--- config.mk ---
export PLATFORM = sky130hd
export DESIGN_NAME = vga_scanout
export DESIGN_NICKNAME = d
export VERILOG_FILES = /design/src/rtl/common_pkg.sv /design/src/rtl/vga_timing.sv /design/src/rtl/vga_scanout.sv
export SDC_FILE = /design/constraint.sdc
export NUM_CORES = 1
export LEC_CHECK = 0
export ABC_AREA = 1
export BUFFER_PORTS_ARGS = -buffer_cell sky130_fd_sc_hd__buf_2
export CELL_PAD_IN_SITES_DETAIL_PLACEMENT = 1
export CELL_PAD_IN_SITES_GLOBAL_PLACEMENT = 1
export CORE_MARGIN = 2
export CORE_UTILIZATION = 37
export DETAILED_ROUTE_END_ITERATION = 7
export GPL_TIMING_DRIVEN = 0
export PLACE_DENSITY_LB_ADDON = 0.3
export SLEW_MARGIN = 30
export SYNTH_ARGS = -nofsm -noshare
export SYNTH_HDL_FRONTEND = slang
export SYNTH_SLANG_ARGS = --single-unit
--- constraint.sdc ---
create_clock -name clock -period 1.84 [get_ports clock]
set_input_delay 0.092 -clock clock [delete_from_list [all_inputs] [get_ports clock]]
set_output_delay 0.092 -clock clock [all_outputs]
set_load 0.005 [all_outputs]
--- src/rtl/common_pkg.sv ---
// Shared frame-store types and default 640x480@60 VGA timing constants.
package common;

    typedef struct packed {
        logic [7:0] r;
        logic [7:0] g;
        logic [7:0] b;
    } pixel_t;

    localparam int H_VISIBLE_DEF = 640;
    localparam int H_FRONT_DEF   = 16;
    localparam int H_SYNC_DEF    = 96;
    localparam int H_BACK_DEF    = 48;
    localparam int V_VISIBLE_DEF = 480;
    localparam int V_FRONT_DEF   = 10;
    localparam int V_SYNC_DEF    = 2;
    localparam int V_BACK_DEF    = 33;

    localparam int H_TOTAL      = H_VISIBLE_DEF + H_FRONT_DEF + H_SYNC_DEF + H_BACK_DEF;
    localparam int V_TOTAL      = V_VISIBLE_DEF + V_FRONT_DEF + V_SYNC_DEF + V_BACK_DEF;
    localparam int H_SYNC_START = H_VISIBLE_DEF + H_FRONT_DEF;
    localparam int H_SYNC_END   = H_SYNC_START + H_SYNC_DEF;
    localparam int V_SYNC_START = V_VISIBLE_DEF + V_FRONT_DEF;
    localparam int V_SYNC_END   = V_SYNC_START + V_SYNC_DEF;

    localparam int BAR_WIDTH = 80;

    // Bar i lights each channel fully when the matching index bit is set.
    function automatic pixel_t bar_colour(input logic [2:0] idx);
        pixel_t p;
        p.r = {8{idx[2]}};
        p.g = {8{idx[1]}};
        p.b = {8{idx[0]}};
        return p;
    endfunction

endpackage

--- src/rtl/vga_timing.sv ---
// Raster counters, visible/sync windows and the registered end-of-visible-frame pulse.
module vga_timing
    import common::*;
#(
    parameter int H_VISIBLE = H_VISIBLE_DEF,
    parameter int H_FRONT   = H_FRONT_DEF,
    parameter int H_SYNC    = H_SYNC_DEF,
    parameter int H_BACK    = H_BACK_DEF,
    parameter int V_VISIBLE = V_VISIBLE_DEF,
    parameter int V_FRONT   = V_FRONT_DEF,
    parameter int V_SYNC    = V_SYNC_DEF,
    parameter int V_BACK    = V_BACK_DEF
) (
    input  logic       clock,
    input  logic       reset,
    output logic [9:0] h_count,
    output logic [9:0] v_count,
    output logic       visible,
    output logic       h_sync_on,
    output logic       v_sync_on,
    output logic       frame_pulse
);

    localparam int LINE_LEN    = H_VISIBLE + H_FRONT + H_SYNC + H_BACK;
    localparam int FRAME_LINES = V_VISIBLE + V_FRONT + V_SYNC + V_BACK;

    localparam logic [9:0] H_LAST   = 10'(LINE_LEN - 1);
    localparam logic [9:0] V_LAST   = 10'(FRAME_LINES - 1);
    localparam logic [9:0] H_VIS    = 10'(H_VISIBLE);
    localparam logic [9:0] V_VIS    = 10'(V_VISIBLE);
    localparam logic [9:0] HS_START = 10'(H_VISIBLE + H_FRONT);
    localparam logic [9:0] HS_END   = 10'(H_VISIBLE + H_FRONT + H_SYNC);
    localparam logic [9:0] VS_START = 10'(V_VISIBLE + V_FRONT);
    localparam logic [9:0] VS_END   = 10'(V_VISIBLE + V_FRONT + V_SYNC);

    always_ff @(posedge clock or posedge reset) begin
        if (reset) begin
            h_count     <= '0;
            v_count     <= '0;
            frame_pulse <= 1'b0;
        end else begin
            // Counters at (0, V_VISIBLE): the last visible read is already in the pipeline.
            frame_pulse <= (h_count == '0) && (v_count == V_VIS);
            if (h_count == H_LAST) begin
                h_count <= '0;
                v_count <= (v_count == V_LAST) ? '0 : v_count + 10'd1;
            end else begin
                h_count <= h_count + 10'd1;
            end
        end
    end

    always_comb begin
        visible   = (h_count < H_VIS) && (v_count < V_VIS);
        h_sync_on = (h_count >= HS_START) && (h_count < HS_END);
        v_sync_on = (v_count >= VS_START) && (v_count < VS_END);
    end

endmodule

--- src/rtl/vga_scanout.sv ---
// Frame-buffer scan-out to a VGA sink with two-stage alignment for the buffer's read latency.
// Optional colour bars are built only when VGA_SCANOUT_TEST_PATTERN_EN is defined.
module vga_scanout
    import common::*;
#(
    parameter int   H_VISIBLE   = H_VISIBLE_DEF,
    parameter int   H_FRONT     = H_FRONT_DEF,
    parameter int   H_SYNC      = H_SYNC_DEF,
    parameter int   H_BACK      = H_BACK_DEF,
    parameter int   V_VISIBLE   = V_VISIBLE_DEF,
    parameter int   V_FRONT     = V_FRONT_DEF,
    parameter int   V_SYNC      = V_SYNC_DEF,
    parameter int   V_BACK      = V_BACK_DEF,
    parameter logic SYNC_ACTIVE = 1'b0
) (
    input  logic       clock,
    input  logic       reset,
    output logic [9:0] address_a_x,
    output logic [9:0] address_a_y,
    input  pixel_t     data_a,
    output logic       vga_frame_complete,
    input  logic       test_pattern,
    output logic       vga_hsync,
    output logic       vga_vsync,
    output logic       vga_blank_n,
    output logic [7:0] vga_r,
    output logic [7:0] vga_g,
    output logic [7:0] vga_b
);

    logic [9:0] h_count;
    logic [9:0] v_count;
    logic       visible;
    logic       h_sync_on;
    logic       v_sync_on;

    vga_timing #(
        .H_VISIBLE (H_VISIBLE),
        .H_FRONT   (H_FRONT),
        .H_SYNC    (H_SYNC),
        .H_BACK    (H_BACK),
        .V_VISIBLE (V_VISIBLE),
        .V_FRONT   (V_FRONT),
        .V_SYNC    (V_SYNC),
        .V_BACK    (V_BACK)
    ) u_timing (
        .clock       (clock),
        .reset       (reset),
        .h_count     (h_count),
        .v_count     (v_count),
        .visible     (visible),
        .h_sync_on   (h_sync_on),
        .v_sync_on   (v_sync_on),
        .frame_pulse (vga_frame_complete)
    );

    // Blanked cycles read row 0 so the buffer never sees an out-of-range row.
    always_comb begin
        address_a_x = visible ? h_count : '0;
        address_a_y = visible ? v_count : '0;
    end

    logic   vis_s1;
    logic   hs_s1;
    logic   vs_s1;
    pixel_t pix_out;
    pixel_t pix_next;

    always_ff @(posedge clock or posedge reset) begin
        if (reset) begin
            vis_s1 <= 1'b0;
            hs_s1  <= 1'b0;
            vs_s1  <= 1'b0;
        end else begin
            vis_s1 <= visible;
            hs_s1  <= h_sync_on;
            vs_s1  <= v_sync_on;
        end
    end

`ifdef VGA_SCANOUT_TEST_PATTERN_EN
    logic [6:0] seg_count;
    logic [2:0] bar_idx;
    logic [2:0] bar_s1;

    // bar_idx tracks the bar under the current h_count; it restarts in every blank.
    always_ff @(posedge clock or posedge reset) begin
        if (reset) begin
            seg_count <= '0;
            bar_idx   <= '0;
            bar_s1    <= '0;
        end else begin
            bar_s1 <= bar_idx;
            if (!visible) begin
                seg_count <= '0;
                bar_idx   <= '0;
            end else if (seg_count == 7'(BAR_WIDTH - 1)) begin
                seg_count <= '0;
                bar_idx   <= bar_idx + 3'd1;
            end else begin
                seg_count <= seg_count + 7'd1;
            end
        end
    end

    always_comb begin
        pix_next = '0;
        if (vis_s1) begin
            pix_next = test_pattern ? bar_colour(bar_s1) : data_a;
        end
    end
`else
    logic unused_test_pattern;
    assign unused_test_pattern = test_pattern;

    always_comb begin
        pix_next = '0;
        if (vis_s1) begin
            pix_next = data_a;
        end
    end
`endif

    always_ff @(posedge clock or posedge reset) begin
        if (reset) begin
            vga_hsync   <= ~SYNC_ACTIVE;
            vga_vsync   <= ~SYNC_ACTIVE;
            vga_blank_n <= 1'b0;
            pix_out     <= '0;
        end else begin
            vga_hsync   <= hs_s1 ? SYNC_ACTIVE : ~SYNC_ACTIVE;
            vga_vsync   <= vs_s1 ? SYNC_ACTIVE : ~SYNC_ACTIVE;
            vga_blank_n <= vis_s1;
            pix_out     <= pix_next;
        end
    end

    assign vga_r = pix_out.r;
    assign vga_g = pix_out.g;
    assign vga_b = pix_out.b;

endmodule

* Yosys cells after proc, flatten, opt, wreduce, memory -nomap -nowiden
Index checks and enable logic that the tools add are counted.
** Storage, ports and cells
- Output and inout port bits :: 48
- Input port bits :: 27
- Logic and storage cells :: 35
- Register bits after elaboration :: 51
** Operators by class
- Multiplexer cells :: 7
- Equal/unequal tests :: 3
- $lt $le $gt $ge :: 6
- $add $sub $neg :: 2
- Reduce and logical (&&, ||, !) cells :: 5
** Operators by type and width (count)
- $mux W10 :: 4
- $mux W24 :: 1
- $add A10 B1 Y10 const B :: 2
- $eq A10 B10 Y1 const B :: 2
- $lt A10 B10 Y1 const B :: 2
- $lt A10 B9 Y1 const B :: 2
- $eq A10 B9 Y1 const B :: 1
- $ge A10 B10 Y1 const B :: 1
- $ge A10 B9 Y1 const B :: 1
- $logic_not A10 Y1 :: 1
- $logic_and A1 B1 Y1 :: 4
- $mux W1 :: 2

* Depth between registers and ports, before layout
- Word-level depth :: 3
- Mapped depth :: 7
- Mapped depth without buffers :: 7

* Hierarchy
From an unflattened synthesis, not the netlist that was laid out.
** Unflattened totals
- Cell total of the unflattened synthesis :: 286
- Area, all modules :: 2352.3 um^2
** By module, submodules not included
- vga_timing :: area each 1224.9 um^2, cells each 161, instances 1
- vga_scanout :: area each 1127.3 um^2, cells each 125, instances 1

* Worst setup path before layout
No wires, ideal clock.
- Path kind :: reg-to-reg
- Start point :: register u_timing.h_count[0]
- End point :: register u_timing.v_count[6]
- Library setup time :: 0.122 ns
- Period minus slack after synthesis :: 1.303 ns
- Arrival :: 1.182 ns
- Data required time :: 1.718 ns
- Path slack :: 0.537 ns
- Stages on the path, launching flop included :: 6
- Buffers on the path :: 0
- Cells stage by stage :: dfrtp_1 > ha_1 > nand4_4 > nor2_8 > nand3_2 > xor2_1
** Between the ends
- Word-level cells in the longest chain between the ends :: 1
** Ends and longest elaborated chain
- start: declaration :: line vga_timing.sv:16 : output logic [9:0] h_count,
- start signal: assignment :: line vga_timing.sv:48 : h_count <= h_count + 10'd1;
- $eq A10 B10 Y1 :: line vga_timing.sv:44 : if (h_count == H_LAST) begin
- end signal: assignment :: line vga_timing.sv:46 : v_count <= (v_count == V_LAST) ? '0 : v_count + 10'd1;
- end: declaration :: line vga_timing.sv:17 : output logic [9:0] v_count,
Every way passes these cells.
A chain may end at the register's enable or synchronous reset.

* Worst setup path after layout
- Start point :: register u_timing.v_count[7]
- End point :: output port address_a_x[4]
** Between the ends
- Word-level cells in the longest chain between the ends :: 3
** Ends and longest elaborated chain
- $lt A10 B9 Y1 :: line vga_timing.sv:54 : visible = (h_count < H_VIS) && (v_count < V_VIS);
- $logic_and A1 B1 Y1 :: line vga_timing.sv:54
- $mux W10 :: line vga_scanout.sv:59 : address_a_x = visible ? h_count : '0;
- end: declaration :: line vga_scanout.sv:18 : output logic [9:0] address_a_x,
Every way passes these cells.

==> results by group <==
Yosys
  • Register area share after synthesis: 0.5430
  • Synth warn: 0
  • Synth top area share: 0.5207
  • Ranking of synthesized cells by area: dfrtp_1 52%, inv_1 10%, nand2_1 8.8%
  • Syn nets: 307
  • Distinct cells, synth: 26
  • Area leader, netlist: dfrtp_1
  • Synth Register Bits: 51
  • Mapped Avg Cell Area: approximately 8.5 um2
  • Post-Synthesis Cells: 276
  • Mapped Area: 0.002355 mm2

Detailed routing
  • Initial DRC count: slightly above 80
  • Routed len/inst: approximately 15 um
  • Routed vias: 2,179
  • Antenna viol nets, final: 0
  • Residual DRC: 0
  • First-pass iteration count of the detailed router: 4
  • Final WL: 7083 um
  • Avg Vias per Cell: roughly 4.7

Critical path
  • R2R Path Start: u_timing.h_count[0]$_DFF_PP0_
  • Crit path arrival time: 1.58 ns
  • Critical path capture point type: output port
  • Reg2reg path depth: 5
  • FF-to-FF setup slack: 0.32 ns
  • Critical path class: flip-flop to output port
  • RR Endpoint: u_timing.v_count[7]$_DFFE_PP0N_
  • Crit-path max FO: 10
  • Critical Path RT: about 1.8 ns
  • Crit path launch type: flip-flop

Global route
  • GRT busiest layer: met2
  • Global route overflow: 0
  • Vias in the first global route: ~2,400
  • Met1 global-route usage: 0.2579
  • GRT Resource Usage Total: 0.2135
  • Initial antenna violation count: 0
  • Met3 Resource Use GR: 0.06726
  • First-pass GRT wire length: 11,850 um
  • Largest net degree at the start of global routing: 50
  • Global Route met2 Usage: 0.3571

Run
  • Max Cap Viol: 0

Timing
  • Fin crit period: 1.670 ns
  • Final hold viol count: 0
  • Slew Limit Fails: 0
  • Tcrit/Tclk final: 0.9077
  • RSZ-0062 raised after global routing: no
  • Final worst slack: 0.1698 ns
  • Max Fclk: 0.5987 GHz
  • Final clock skew: 0.005956 ns
  • Final setup vio count: 0

Place
  • Routability congestion estimate from global placement: 0.8275
  • I/O Buffers: a little over 70
  • Worst slack, placed: between 0.3 and 0.4 ns
  • Placed cell areas: 0.002841 mm2
  • HPWL after DPL: about 4500 um

Finish
  • Area delta synth->final: 35.71%
  • Most frequent cells in the layout: 72 x buf_2, 62 x inv_1, 55 x nand2_1
  • Layout cell share with drive strength beyond 1: 0.2644
  • Multi-input logic area: 802.0 um2
  • Filler cell count: 771
  • Sequential cell area: between 0.001 and 0.0015 mm2
  • N_diodes: 0
  • Layout Nets: 412
  • Design area: between 0.003 and 0.004 mm2
  • Commonest non-fill, non-tap cell in the layout: buf_2

Clock network
  • Root Buffer: clkbuf_8
  • CTS buffer count: 5
  • CTS tree: yes
  • Worst-path clk slew: 0.10 ns
  • Skew-Pair Late Insertion Delay: 0.32 ns
  • Maximum buffer depth of the clock tree: 2
  • Number of H-tree levels: 2
  • Sink Count: 51

Power and ir drop
  • Combinational share of power: 0.081
  • Lkg Pwr: 0.001784 uW
  • Switch Pwr: 517.4 uW
  • Power density over the cells: between 600 and 700 mW/mm2
  • Clock Power Share: 0.351
  • Sequential share of power: 0.567
  • Power Internal: approximately 1500 uW
  • Net Sw Frac: 0.2542
  • Total power draw: 2035 uW
  • Worst IR Drop VDD: 0.3944 mV

Floorplan
  • Die area: 0.007018 mm2
  • Core Area: 0.006241 mm2
  • Die W: 83.78 um
  • Die height: 83.78 um
  • Num rows: 29
  • Starting Density: 0.3773
  • I/O pin count: 75

Hold path
  • Hold crit path type: input port to asynchronous set/reset pin

Outcome
  • Status: finished, final reports clean
[cells in the mapped netlist (all sizes together)]
| cell | n |
|---|---|
| a211oi | 1 |
| dfrtp | 49 |
| buf | 4 |
| o21ai | 11 |
| conb | 1 |
| nor4 | 2 |
| ha | 4 |
| clkbuf | 2 |
| inv | 63 |
| dfstp | 2 |
| nand2 | 59 |
| a31oi | 1 |
| nor3 | 6 |
| nor2 | 42 |
| nand4 | 11 |
| xor2 | 6 |
| nand3 | 12 |
[routing by layer]
layer | up-vias | share of wire
met5 | - | 0
met4 | 0 | 0.022
met3 | 12 | 0.071
met2 | 71 | 0.48
met1 | 1063 | 0.43
li1 | 1033 | -
[state kept, by name, indices dropped and copies added (netlist names)]
signal / count
vs_s1: 1
vga_r: 8
u_timing.frame_pulse: 1
u_timing.v_count: 10
vga_g: 8
vga_hsync: 1
vga_b: 8
vga_vsync: 1
vga_blank_n: 1
hs_s1: 1
vis_s1: 1
u_timing.h_count: 10
[repair_timing]
action / CTS / global route
hold buffers: 25 / 0
setup endpoints to repair: 0 / 19
hold endpoints to repair: 73 / 0
gates resized for setup: 0 / 2
buffers inserted: 0 / 0
[cell type report]
| type | instances | area share |
|---|---|---|
| buffer | 6 | 0.01410 |
| clock buffer | 5 | 0.02153 |
| clock inverter | 3 | 0.008614 |
| inverter | 63 | 0.07478 |
| multi-input combinational | 156 | 0.2510 |
| sequential | 51 | 0.4002 |
| tap | 77 | 0.03015 |
| timing repair buffer | 98 | 0.1997 |
[logic make-up (layout without fill, tap and decap cells)]
kind of cell / after synthesis / count (layout) / synth area share
simple gates: 132 / 132 / 0.2598
buf+inv: 69 / 175 / 0.1196
flops: 51 / 51 / 0.5430
compound gates: 13 / 13 / 0.03242
xor+xnor: 6 / 6 / 0.02232
fa+ha+maj: 4 / 4 / 0.02125
other cells: 1 / 1 / 0.001593
[worst max-delay path: stages, from the launching register on]
cell and delay (ns):
dfrtp_1 0.44, nand2_1 0.12, nor2_4 0.16, inv_1 0.08, nand4_1 0.09, buf_4 0.19, nor2_1 0.06, buf_2 0.12
[power by group through the flow]
| stage | Clock, uW | Combinational [uW] | Sequential [uW] |
|---|---|---|---|
| floorplan | 0 | 37.5 | 1180 |
| global placement | 0 | 104 | 1170 |
| detailed placement | 0 | 117 | 1170 |
| CTS | 735 | 157 | 1150 |
| global route | 770 | 183 | 1160 |
| finish | 714 | 166 | 1150 |
[how the worst max path moves through the flow]
stage | slack (ns) | end | from
2_1_floorplan | 0.52 | hs_s1$_DFF_PP0_ | reset
3_3_place_gp | -0.18 | u_timing.v_count[8]$_DFFE_PP0N_ | reset
3_5_place_dp | 0.32 | u_timing.v_count[4]$_DFFE_PP0N_ | u_timing.h_count[0]$_DFF_PP0_
4_1_cts | 0.02 | address_a_y[2] | u_timing.v_count[6]$_DFFE_PP0N_
5_1_grt | 0.003 | address_a_y[3] | u_timing.v_count[6]$_DFFE_PP0N_
6_report | 0.17 | address_a_x[4] | u_timing.v_count[7]$_DFFE_PP0N_
[stage by stage]
step	TNS [ns]	hold WS, ns	util	instances
after global routing	0	0.1929	0.5120	459
after CTS	0	0.1681	0.5108	459
final	0	0.1961	0.5120	459
after floorplan	0	0.1959	-	276
after detailed placement	0	-0.02993	0.4553	426
after global placement	-8.933	0.2793	0.4505	425
No activity file was read; power rests on OpenSTA's default activity.
